**config.mk**
```make
export PLATFORM = sky130hd
export DESIGN_NAME = lib_sig_analyzer
export DESIGN_NICKNAME = d
export VERILOG_FILES = /design/src/rtl/lib_sa_pkg.sv /design/src/rtl/lib_misr.sv /design/src/rtl/lib_sig_analyzer.sv
export SDC_FILE = /design/constraint.sdc
export NUM_CORES = 1
export LEC_CHECK = 0
export BUFFER_PORTS_ARGS = -buffer_cell sky130_fd_sc_hd__buf_2
export CAP_MARGIN = 25
export CELL_PAD_IN_SITES_DETAIL_PLACEMENT = 1
export CELL_PAD_IN_SITES_GLOBAL_PLACEMENT = 1
export CORE_UTILIZATION = 37
export CTS_CLUSTER_DIAMETER = 40
export CTS_CLUSTER_SIZE = 16
export DETAILED_ROUTE_END_ITERATION = 6
export HOLD_SLACK_MARGIN = 0.08
export PLACE_DENSITY_LB_ADDON = 0.05
export SETUP_SLACK_MARGIN = 0.4
export SLEW_MARGIN = 25
export SYNTH_ARGS = -nofsm -noshare
export SYNTH_HDL_FRONTEND = slang
export SYNTH_SLANG_ARGS = --single-unit
```
**constraint.sdc**
```tcl
create_clock -name iClk -period 1.9 [get_ports iClk]
set_input_delay 0.095 -clock iClk [delete_from_list [all_inputs] [get_ports iClk]]
set_output_delay 0.095 -clock iClk [all_outputs]
set_load 0.005 [all_outputs]
```
**src/rtl/lib_sa_pkg.sv**
```systemverilog
// Shared constants for the library signature analyzer.
// State codes, default MISR settings and response bit positions.
package lib_sa_pkg;

  localparam logic [1:0] SA_IDLE = 2'd0;
  localparam logic [1:0] SA_RUN  = 2'd1;
  localparam logic [1:0] SA_CMP  = 2'd2;
  localparam logic [1:0] SA_DONE = 2'd3;

  localparam logic [15:0] SA_SEED_DEF = 16'hFFFF;
  localparam logic [15:0] SA_POLY_DEF = 16'h1021;
  localparam int          SA_TO_DEF   = 16;

  localparam int RESP_W   = 5;
  localparam int RESP_QP  = 0;
  localparam int RESP_MUX = 1;
  localparam int RESP_NOT = 2;
  localparam int RESP_NOR = 3;
  localparam int RESP_NAND = 4;

endpackage

```
**src/rtl/lib_misr.sv**
```systemverilog
// Galois-form multiple-input signature register.
// load_i reseeds, en_i absorbs one response sample.
module lib_misr
  import lib_sa_pkg::*;
#(
  parameter int                SIG_W = 16,
  parameter logic [SIG_W-1:0]  POLY  = SIG_W'(SA_POLY_DEF),
  parameter logic [SIG_W-1:0]  SEED  = SIG_W'(SA_SEED_DEF)
) (
  input  logic              clk_i,
  input  logic              rst_ni,
  input  logic              load_i,
  input  logic              en_i,
  input  logic [RESP_W-1:0] data_i,
  output logic [SIG_W-1:0]  sig_o
);

  logic [SIG_W-1:0] sig_q;
  logic [SIG_W-1:0] sig_d;
  logic [SIG_W-1:0] shf;

  // shift with polynomial feedback, then fold in the sample
  always_comb begin
    shf   = {sig_q[SIG_W-2:0], 1'b0};
    shf   = shf ^ (sig_q[SIG_W-1] ? POLY : '0);
    sig_d = sig_q;
    if (load_i)
      sig_d = SEED;
    else if (en_i)
      sig_d = shf ^ {{(SIG_W-RESP_W){1'b0}}, data_i};
  end

  // signature register
  always_ff @(posedge clk_i or negedge rst_ni) begin
    if (!rst_ni) sig_q <= SEED;
    else         sig_q <= sig_d;
  end

  assign sig_o = sig_q;

endmodule

```
**src/rtl/lib_sig_analyzer.sv**
```systemverilog
// Response compactor for the library tester: run FSM, count, compare.
// Optional idle-gap abort enabled by defining LIB_SA_TIMEOUT_EN.
module lib_sig_analyzer
  import lib_sa_pkg::*;
#(
  parameter int               SIG_W  = 16,
  parameter int               CNT_W  = 8,
  parameter logic [SIG_W-1:0] POLY   = SIG_W'(SA_POLY_DEF),
  parameter logic [SIG_W-1:0] SEED   = SIG_W'(SA_SEED_DEF),
  parameter int               TO_CYC = SA_TO_DEF
) (
  input  logic              iClk,
  input  logic              iClr,
  input  logic              iStart,
  input  logic [CNT_W-1:0]  iLen,
  input  logic [SIG_W-1:0]  iExpSig,
  input  logic              iValid,
  input  logic [RESP_W-1:0] iResp,
  output logic              oBusy,
  output logic              oDone,
  output logic              oPass,
  output logic [SIG_W-1:0]  oSig,
  output logic [CNT_W-1:0]  oCount,
  output logic              oTimeout
);

  logic [1:0]       state_q, state_d;
  logic [CNT_W-1:0] len_q, len_d;
  logic [SIG_W-1:0] exp_q, exp_d;
  logic [CNT_W-1:0] cnt_q, cnt_d;
  logic             pass_q, pass_d;
  logic             to_q, to_d;
  logic             load;
  logic             absorb;
  logic [CNT_W-1:0] cnt_inc;

  assign cnt_inc = cnt_q + 1'b1;

`ifdef LIB_SA_TIMEOUT_EN
  localparam int GAP_W = $clog2(TO_CYC + 1);
  logic [GAP_W-1:0] gap_q, gap_d;
  logic [GAP_W-1:0] gap_inc;
  assign gap_inc = gap_q + 1'b1;
`else
  logic unused_to;
  assign unused_to = (TO_CYC > 0);
`endif

  lib_misr #(
    .SIG_W (SIG_W),
    .POLY  (POLY),
    .SEED  (SEED)
  ) u_misr (
    .clk_i  (iClk),
    .rst_ni (iClr),
    .load_i (load),
    .en_i   (absorb),
    .data_i (iResp),
    .sig_o  (oSig)
  );

  // run sequencing: start, absorb, compare, report
  always_comb begin
    state_d = state_q;
    len_d   = len_q;
    exp_d   = exp_q;
    cnt_d   = cnt_q;
    pass_d  = pass_q;
    to_d    = to_q;
    load    = 1'b0;
    absorb  = 1'b0;
`ifdef LIB_SA_TIMEOUT_EN
    gap_d   = gap_q;
`endif
    unique case (state_q)
      SA_IDLE: begin
        if (iStart) begin
          len_d  = iLen;
          exp_d  = iExpSig;
          cnt_d  = '0;
          pass_d = 1'b0;
          to_d   = 1'b0;
          load   = 1'b1;
`ifdef LIB_SA_TIMEOUT_EN
          gap_d  = '0;
`endif
          state_d = (iLen == '0) ? SA_CMP : SA_RUN;
        end
      end
      SA_RUN: begin
        if (iValid) begin
          absorb = 1'b1;
          cnt_d  = cnt_inc;
`ifdef LIB_SA_TIMEOUT_EN
          gap_d  = '0;
`endif
          if (cnt_inc == len_q)
            state_d = SA_CMP;
        end else begin
`ifdef LIB_SA_TIMEOUT_EN
          gap_d = gap_inc;
          if (gap_inc == GAP_W'(TO_CYC)) begin
            pass_d  = 1'b0;
            to_d    = 1'b1;
            state_d = SA_DONE;
          end
`endif
        end
      end
      SA_CMP: begin
        pass_d  = (oSig == exp_q);
        state_d = SA_DONE;
      end
      SA_DONE: begin
        state_d = SA_IDLE;
      end
      default: state_d = SA_IDLE;
    endcase
  end

  // control and result registers
  always_ff @(posedge iClk or negedge iClr) begin
    if (!iClr) begin
      state_q <= SA_IDLE;
      len_q   <= '0;
      exp_q   <= '0;
      cnt_q   <= '0;
      pass_q  <= 1'b0;
      to_q    <= 1'b0;
    end else begin
      state_q <= state_d;
      len_q   <= len_d;
      exp_q   <= exp_d;
      cnt_q   <= cnt_d;
      pass_q  <= pass_d;
      to_q    <= to_d;
    end
  end

`ifdef LIB_SA_TIMEOUT_EN
  // consecutive idle-cycle counter
  always_ff @(posedge iClk or negedge iClr) begin
    if (!iClr) gap_q <= '0;
    else       gap_q <= gap_d;
  end
`endif

  assign oBusy    = (state_q == SA_RUN) || (state_q == SA_CMP);
  assign oDone    = (state_q == SA_DONE);
  assign oPass    = pass_q;
  assign oCount   = cnt_q;
  assign oTimeout = to_q;

endmodule

```
==> results of run 1 <==
==> kinds of logic (layout without fill, tap and decap cells) <==
group           count (synthesis)  in the layout  synth area share, %
flops                          51             51                 49.1
simple gates                   75             75                 14.2
other cells                     1              2                0.142
fa+ha+maj                       6              6                 2.84
xor+xnor                       31             31                 10.3
mux                            29             29                 12.3
buf+inv                        17            137                 2.61
compound gates                 33             33                 8.53
==> timing repair <==
action                     4_1_cts  5_1_grt
hold buffers                    30        0
setup buffers                    7        8
pin swaps                        6       25
setup endpoints to repair       35       35
cloned                           0        1
hold endpoints to repair        64        0
resized for setup               17       55
==> cells in the mapped netlist, drive strengths merged, types with 2 or more instances <==
library cell,n,area [µm²]
a22o,3,26.3
and3,2,12.5
buf,5,23.8
clkbuf,7,26.3
dfrtp,35,876
dfstp,16,420
ha,6,75.1
inv,5,18.8
mux2,25,285
mux2i,4,40.0
nand2,33,124
nand2b,5,31.3
nand3,16,92.6
nand4,2,12.5
nor2,6,25.0
nor3,4,31.3
nor4,4,25.0
o211ai,8,60.1
o21ai,14,70.1
xnor2,13,114
xor2,18,158
==> flip-flops by register name, summed over array words and instances, names as in the netlist <==
name	count
exp_q	16
u_misr.sig_o	16
len_q	8
state_q	2
oPass	1
oCount	8
==> area by class of cell <==
class	instances	area (µm²)
Fill cell	764	2770
Multi-Input combinational cell	175	1560
Sequential cell	51	1300
Timing Repair Buffer	124	952
Tap cell	96	120
Clock buffer	5	68.8
Clock inverter	3	43.8
Inverter	5	18.8
Antenna cell	1	2.50
==> how the worst min path moves through the flow <==
stage | start | end | cells past startpoint
2_1_floorplan | iClr | exp_q[0] | 0
3_3_place_gp | iClr | oCount[3] | 2
3_5_place_dp | iClr | oCount[3] | 2
4_1_cts | iStart | u_misr.sig_o[13] | 4
5_1_grt | iStart | u_misr.sig_o[11] | 4
6_report | iStart | u_misr.sig_o[11] | 4
==> power breakdown <==
part | internal (W) | leakage (nW) | total (W) | switching [W]
sequential | 0.00169 | 0.595 | 0.00221 | 0.000519
clock | 0.000393 | 0.0581 | 0.000789 | 0.000396
combinational | 0.00166 | 1.20 | 0.00313 | 0.00146
total | 0.00375 | 1.85 | 0.00613 | 0.00238
==> routing by layer <==
metal | up-vias | part of all wire, %
li1 | 1073 | -
met1 | 1148 | 40
met2 | 46 | 55
met3 | 11 | 2.9
met4 | 0 | 2.0
met5 | - | 0
==> worst register-to-register path, cell delays in order (launching register included) <==
cell	delay (ns)
dfrtp_2	0.44
ha_4	0.26
xor2_2	0.14
nor2_1	0.14
nand4_1	0.15
a311oi_2	0.24
a32oi_2	0.17
mux2_4	0.32
==> metrics by stage <==
step           utilization [%]  total power (W)  instances  setup slack, ns
3_3_place_gp              46.8          0.00441        405          -0.0379
4_1_cts                   54.9          0.00557        450          -0.0509
6_report                  59.5          0.00613        460          -0.0608
3_5_place_dp              46.8          0.00450        405          -0.0952
2_1_floorplan                -          0.00365        243          -0.0582
5_1_grt                   59.5          0.00654        460           -0.122
==> results.cfg, run 1 <==
[drt]
vias_per_cell = 4.95
routed_wl_mm = 8.12
drc_errors = 0
first_iter_violations = 36
firstDrtPassIters = 4
vias = 2278
routedWlPerCell_um = 17.7
ant_nets = 0

[setup_path]
worstPathArrival_ns = 2.18
slowest_stage = dfrtp_2
path_class = flip-flop to flip-flop
start_kind = flip-flop
reg2reg_setup_slack_ns = -0.06
crit_family = flip-flops
crit_end = state_q[1]
worst-path-stages = 7
cp-end-kind = flip-flop
cp_max_fo = 2
crit_start = oCount[1]
r2r_end = state_q[1]
cp_cell_sequence = ha_4 > xor2_2 > nor2_1 > nand4_1 > a311oi_2 > a32oi_2 > mux2_4
worst-r2r-cell-count = 7
reg2reg_from = oCount[1]
crit_buf_inv = 0
critPathRequiredTime_ns = 2.12
max_stage_delay_ns = 0.44

[grt]
met2_usage_pct = 38.9
antenna_found_initial = 1
grtUsageTotal_pct = 21.1
met3_usage_pct = 3.81
globalRoute.totalOverflow = 0
grt-busiest-layer = met2
grt_first_pass_wirelength_mm = 12.0
use_met1_pct = 25.0
grt_pass1_vias = 2403
grt_max_degree = 52

[power]
p_leak_nw = 1.85
ir_drop_mv = 0.665
power_density_nw_per_um2 = 1510

[layout]
area_growth_pct = 54.0
nets = 401
final_area_um2 = 4070
layout_common_cells = 59 x buf_2, 32 x dfrtp_1, 30 x dlygate4sd3_1
layout_commonest_cell = buf_2
drive_above_1_share_pct = 53.2

[clock_network]
cts_max_level = 2
clockBufferDepth = 2
cts_tree = done
clockRootBuffer = clkbuf_8
cts_sinks = 51
clock_latency_ns = 0.32
path_clk_slew_ns = 0.10
numCtsBuffers = 5

[die]
core_um2 = 6830
die_h_um = 86.5
rows = 30
fp.dieW_um = 86.5
ios = 61
die-area_um2 = 7480
initial_core_util_pct = 38.7

[yosys]
ys_seq_area_share_pct = 49.1
synth_cells = 243
synth.distinct_cells = 40
yosys_warnings = 0
synthesis.area_um2 = 2640
synth_edf_count = 0
synth-seq-cells = 51
async_reset_ff_share_pct = 100
synth-main-ff-cell = dfrtp_1
syn-num-nets = 282
synth_area_per_cell_um2 = 10.9

[status]
outcome = complete, but fails checks
violations = setup timing

[timing]
hold_ws_ns = 0.293
relSlewSlack_pct = 55.8
tns_ns = -0.0806
drv_slew = 0
min_period_ns = 1.96
post-route-period-util_pct = 103
tightest_slew_ns = 0.663
fin_ws_ns = -0.0608
fin_skew_ns = 0.00996
setup_viol = 2
rsz0062_at_grt = yes
fmax_ghz = 0.510
report.final.hold_viol_count = 0

[min_path]
hold_path.class = input pin to flip-flop

[job]
cap_violations = 0

[placement]
dp_hpwl_mm = 4.87
dpl_cell_area_um2 = 3200
portBuffers = 59
gp_congestion = 0.738
No activity file was read; power rests on OpenSTA's default activity.
==> run 2, diff against run 1 <==
--- a/config.mk
+++ b/config.mk
@@ -6,7 +6,6 @@
 export NUM_CORES = 1
 export LEC_CHECK = 0
 export BUFFER_PORTS_ARGS = -buffer_cell sky130_fd_sc_hd__buf_2
-export CAP_MARGIN = 25
 export CELL_PAD_IN_SITES_DETAIL_PLACEMENT = 1
 export CELL_PAD_IN_SITES_GLOBAL_PLACEMENT = 1
 export CORE_UTILIZATION = 37
@@ -16,6 +15,7 @@
 export HOLD_SLACK_MARGIN = 0.08
 export PLACE_DENSITY_LB_ADDON = 0.05
 export SETUP_SLACK_MARGIN = 0.4
+export SKIP_CTS_REPAIR_TIMING = 1
 export SLEW_MARGIN = 25
 export SYNTH_ARGS = -nofsm -noshare
 export SYNTH_HDL_FRONTEND = slang
==> results.cfg, run 2 (synthesis gave the netlist of run 1 again) <==
[status]
outcome = complete, but fails checks
violations = setup timing

[layout]
antenna_cells = 0
drive_above_1_share_pct = 46.9
fin_util_pct = 56.1
nets = 392
area_growth_pct = 45.1
stdcell_count = 450
layout_common_cells = 59 x buf_2, 33 x dfrtp_1, 31 x nand2_1
layout_commonest_cell = buf_2

[setup_path]
cp_cell_sequence = ha_4 > and3_4 > and3_4 > nand2b_4 > a221oi_2 > a32oi_2 > mux2_4
max_stage_delay_ns = 0.44
slowest_stage = dfrtp_2
cp-end-kind = flip-flop
critPathRequiredTime_ns = 2.10
cp_max_fo = 5
cpMostUsedCell = and3_4
path_class = flip-flop to flip-flop
worstPathArrival_ns = 2.15
start_kind = flip-flop

[clock_network]
clock_latency_ns = 0.31
numCtsBuffers = 5
cts_max_level = 2
path_clk_slew_ns = 0.10
cts_sinks = 51
clockBufferDepth = 2
clockRootBuffer = clkbuf_8
cts_tree = done

[drt]
firstDrtPassIters = 4
vias = 2213
drc_errors = 0
routed_wl_mm = 7.36
ant_nets = 0
vias_per_cell = 4.92
routedWlPerCell_um = 16.4
first_iter_violations = 41

[timing]
min_period_ns = 1.95
rsz0062_at_grt = yes
fin_ws_ns = -0.0520
tightest_slew_ns = 0.673
drv_slew = 0
report.final.hold_viol_count = 0
fmax_ghz = 0.512
relSlewSlack_pct = 55.2
fin_skew_ns = 0.00289
post-route-period-util_pct = 103
setup_viol = 2

[placement]
portBuffers = 59
dp.cells = 405
dp_hpwl_mm = 4.87
place_ws_ns = -0.0952
gp_congestion = 0.738

[power]
p_leak_nw = 1.72
power_w = 0.00572
p_clk_share_pct = 13.5
p_sw_w = 0.00213
p_sw_share_pct = 37.2
power_density_nw_per_um2 = 1490
ir_drop_mv = 0.642
internal-power_w = 0.00359
comb_power_share_pct = 48.6
sequentialPowerShare_pct = 37.8

[grt]
globalRoute.totalOverflow = 0
antenna_found_initial = 0
grt_first_pass_wirelength_mm = 10.8
grt_max_degree = 52
grt_pass1_vias = 2215
grtUsageTotal_pct = 19.0

[die]
core_um2 = 6830
die-area_um2 = 7480
initial_core_util_pct = 38.7
ios = 61
fp.dieW_um = 86.5
rows = 30
die_h_um = 86.5

[job]
cap_violations = 0

[min_path]
hold_path.class = input pin to flip-flop
-- run 2: power groups by stage --
| stage | Combinational [W] | Clock, W | Sequential [W] |
|---|---|---|---|
| finish | 0.00278 | 0.000775 | 0.00216 |
| detailed placement | 0.00231 | 0 | 0.00218 |
| global route | 0.00308 | 0.000859 | 0.00224 |
| floorplan | 0.00155 | 0 | 0.00211 |
| global placement | 0.00225 | 0 | 0.00216 |
| CTS | 0.00233 | 0.000810 | 0.00216 |
-- run 2: cell type report --
cell class | count | area, µm²
flip-flops and latches | 51 | 1300
inverters | 5 | 18.8
clock inverters | 3 | 43.8
clock buffers | 5 | 68.8
fillers | 789 | 3000
repair buffers | 115 | 855
well taps | 96 | 120
multi-input cells | 175 | 1430
-- run 2: stage by stage --
stage          setup TNS [ns]  hold slack [ns]  area [µm²]
3_5_place_dp           -0.146            0.255        3200
5_1_grt                -0.233           0.0826        3830
4_1_cts                -0.177          -0.0926        3310
6_report              -0.0595           0.0519        3830
2_1_floorplan         -0.0582           -0.201        2710
3_3_place_gp          -0.0379            0.259        3200
-- run 2: path summary, 6_finish.rpt --
path | startpoint | end | slack [ns] | cells past startpoint
hold reg to reg | u_misr.sig_o[8] | u_misr.sig_o[8] | 0.52 | 2
setup / recovery | oCount[1] | state_q[1] | -0.05 | 7
max in group asynchronous | iClr | oCount[1] | 0.97 | 3
hold / removal | iResp[0] | u_misr.sig_o[0] | 0.05 | 3
setup reg to reg | oCount[1] | state_q[1] | -0.05 | 7
min in group asynchronous | iClr | oCount[2] | 0.41 | 3
-- run 2: routing by layer --
metal | global-route usage [%] | up-vias | part of all wire, %
met5 | 0 | - | 0
met4 | 4.55 | 0 | 2.0
met3 | 3.81 | 9 | 2.9
met2 | 34.0 | 40 | 54
met1 | 23.5 | 1102 | 41
li1 | - | 1062 | -
-- run 2: critical path: cells and delay by family (launching register included) --
kind,cells,cell delay [ns]
AO/OA/AOI/OAI,2,0.43
adder cells (fa/ha/maj),1,0.17
flip-flops,1,0.44
multiplexers,1,0.31
AND/OR/NAND/NOR,3,0.50
==> run 3, diff against run 2 <==
==> constraint.sdc (replaced) <==
create_clock -name iClk -period 1.9 [get_ports iClk]
set_input_delay 0.095 -clock iClk [delete_from_list [all_inputs] [get_ports iClk]]
set_output_delay 0.095 -clock iClk [all_outputs]
set_load 0.02 [all_outputs]
==> results.cfg, run 3 (synthesis gave the netlist of run 1 again) <==
[placement]
gp_congestion = 0.738
place_ws_ns = -0.0952
dp_hpwl_mm = 4.87
portBuffers = 59

[power]
p_sw_w = 0.00239
sequentialPowerShare_pct = 36.0
comb_power_share_pct = 51.2
ir_drop_mv = 0.654
internal-power_w = 0.00362
p_clk_share_pct = 12.9
p_leak_nw = 1.73
power_density_nw_per_um2 = 1570
p_sw_share_pct = 39.8

[grt]
grt_max_degree = 52
grt_pass1_vias = 2215
grt_first_pass_wirelength_mm = 10.8
grtUsageTotal_pct = 19.0
globalRoute.totalOverflow = 0
antenna_found_initial = 0

[setup_path]
start_kind = flip-flop
worst-r2r-cell-count = 7
critPathRequiredTime_ns = 2.10
reg2reg_setup_slack_ns = -0.06
r2r_end = state_q[1]
path_class = flip-flop to flip-flop
worstPathArrival_ns = 2.16
cp_max_fo = 5
crit_end = state_q[1]
reg2reg_from = oCount[1]
cp-end-kind = flip-flop
crit_start = oCount[1]

[die]
die-area_um2 = 7480
core_um2 = 6830
rows = 30
ios = 61
initial_core_util_pct = 38.7
fp.dieW_um = 86.5
die_h_um = 86.5

[drt]
firstDrtPassIters = 4
vias = 2214
vias_per_cell = 4.92
first_iter_violations = 43
routedWlPerCell_um = 16.4
routed_wl_mm = 7.39
drc_errors = 0
ant_nets = 0

[timing]
setup_viol = 2
min_period_ns = 1.96
tns_ns = -0.0744
report.final.hold_viol_count = 0
rsz0062_at_grt = yes
relSlewSlack_pct = 55.2
fin_ws_ns = -0.0598
tightest_slew_ns = 0.672
post-route-period-util_pct = 103
fmax_ghz = 0.510
fin_skew_ns = 0.00298
drv_slew = 0

[status]
violations = setup timing
outcome = complete, but fails checks

[layout]
nets = 392
fill_cells = 793
layout_common_cells = 58 x buf_2, 33 x dfrtp_1, 31 x nand2_1
layout_commonest_cell = buf_2
drive_above_1_share_pct = 46.9
area_growth_pct = 45.3
fin_util_pct = 56.2
antenna_cells = 0

[clock_network]
cts_tree = done
numCtsBuffers = 5
path_clk_slew_ns = 0.10
clock_latency_ns = 0.31
clockBufferDepth = 2
cts_sinks = 51
clockRootBuffer = clkbuf_8
cts_max_level = 2

[min_path]
hold_path.class = input pin to flip-flop
min_from = iResp[0]

[job]
cap_violations = 0
## run 3: cell type report
cell class	instances	area (µm²)	area share (%)
Multi-Input combinational cell	175	1430	37.2
Sequential cell	51	1300	33.8
Timing Repair Buffer	115	861	22.4
Tap cell	96	120	3.13
Clock buffer	5	68.8	1.79
Clock inverter	3	43.8	1.14
Inverter	5	18.8	0.489
## run 3: worst min-delay path by stage
stage / endpoint / cells after the start
3_5_place_dp: oCount[3] / 2
5_1_grt: u_misr.sig_o[1] / 3
4_1_cts: oCount[3] / 2
6_report: u_misr.sig_o[0] / 3
3_3_place_gp: oCount[3] / 2
2_1_floorplan: exp_q[0] / 0
## run 3: power groups by stage
stage | combinational (W) | sequential (W) | clock [W]
4_1_cts | 0.00258 | 0.00216 | 0.000810
5_1_grt | 0.00337 | 0.00224 | 0.000859
3_3_place_gp | 0.00250 | 0.00216 | 0
2_1_floorplan | 0.00159 | 0.00233 | 0
6_report | 0.00308 | 0.00216 | 0.000774
3_5_place_dp | 0.00256 | 0.00218 | 0
## run 3: metrics by stage
| stage | instances | cell area (µm²) | hold slack, ns | total power (W) |
|---|---|---|---|---|
| after floorplan | 243 | 2710 | -0.201 | 0.00391 |
| after global placement | 405 | 3200 | 0.259 | 0.00466 |
| after detailed placement | 405 | 3200 | 0.255 | 0.00475 |
| after CTS | 413 | 3310 | -0.0926 | 0.00555 |
| after global routing | 450 | 3840 | 0.0826 | 0.00647 |
| final | 450 | 3840 | 0.0511 | 0.00602 |
## run 3: metal layers
metal	part of all wire (%)	wire length (µm)	vias up	global-route usage, %
met3	2.9	212	9	3.81
met1	43	3190	1107	23.5
met4	1.6	120	0	4.55
met2	52	3870	41	34.0
li1	-	-	1057	-
met5	0	0	-	0
## run 3: worst max-delay path, cell delays in order (launching register included)
cell	delay, ns
dfrtp_2	0.44
ha_4	0.17
and3_4	0.17
and3_4	0.19
nand2b_4	0.14
a221oi_2	0.26
a32oi_2	0.17
mux2_4	0.32
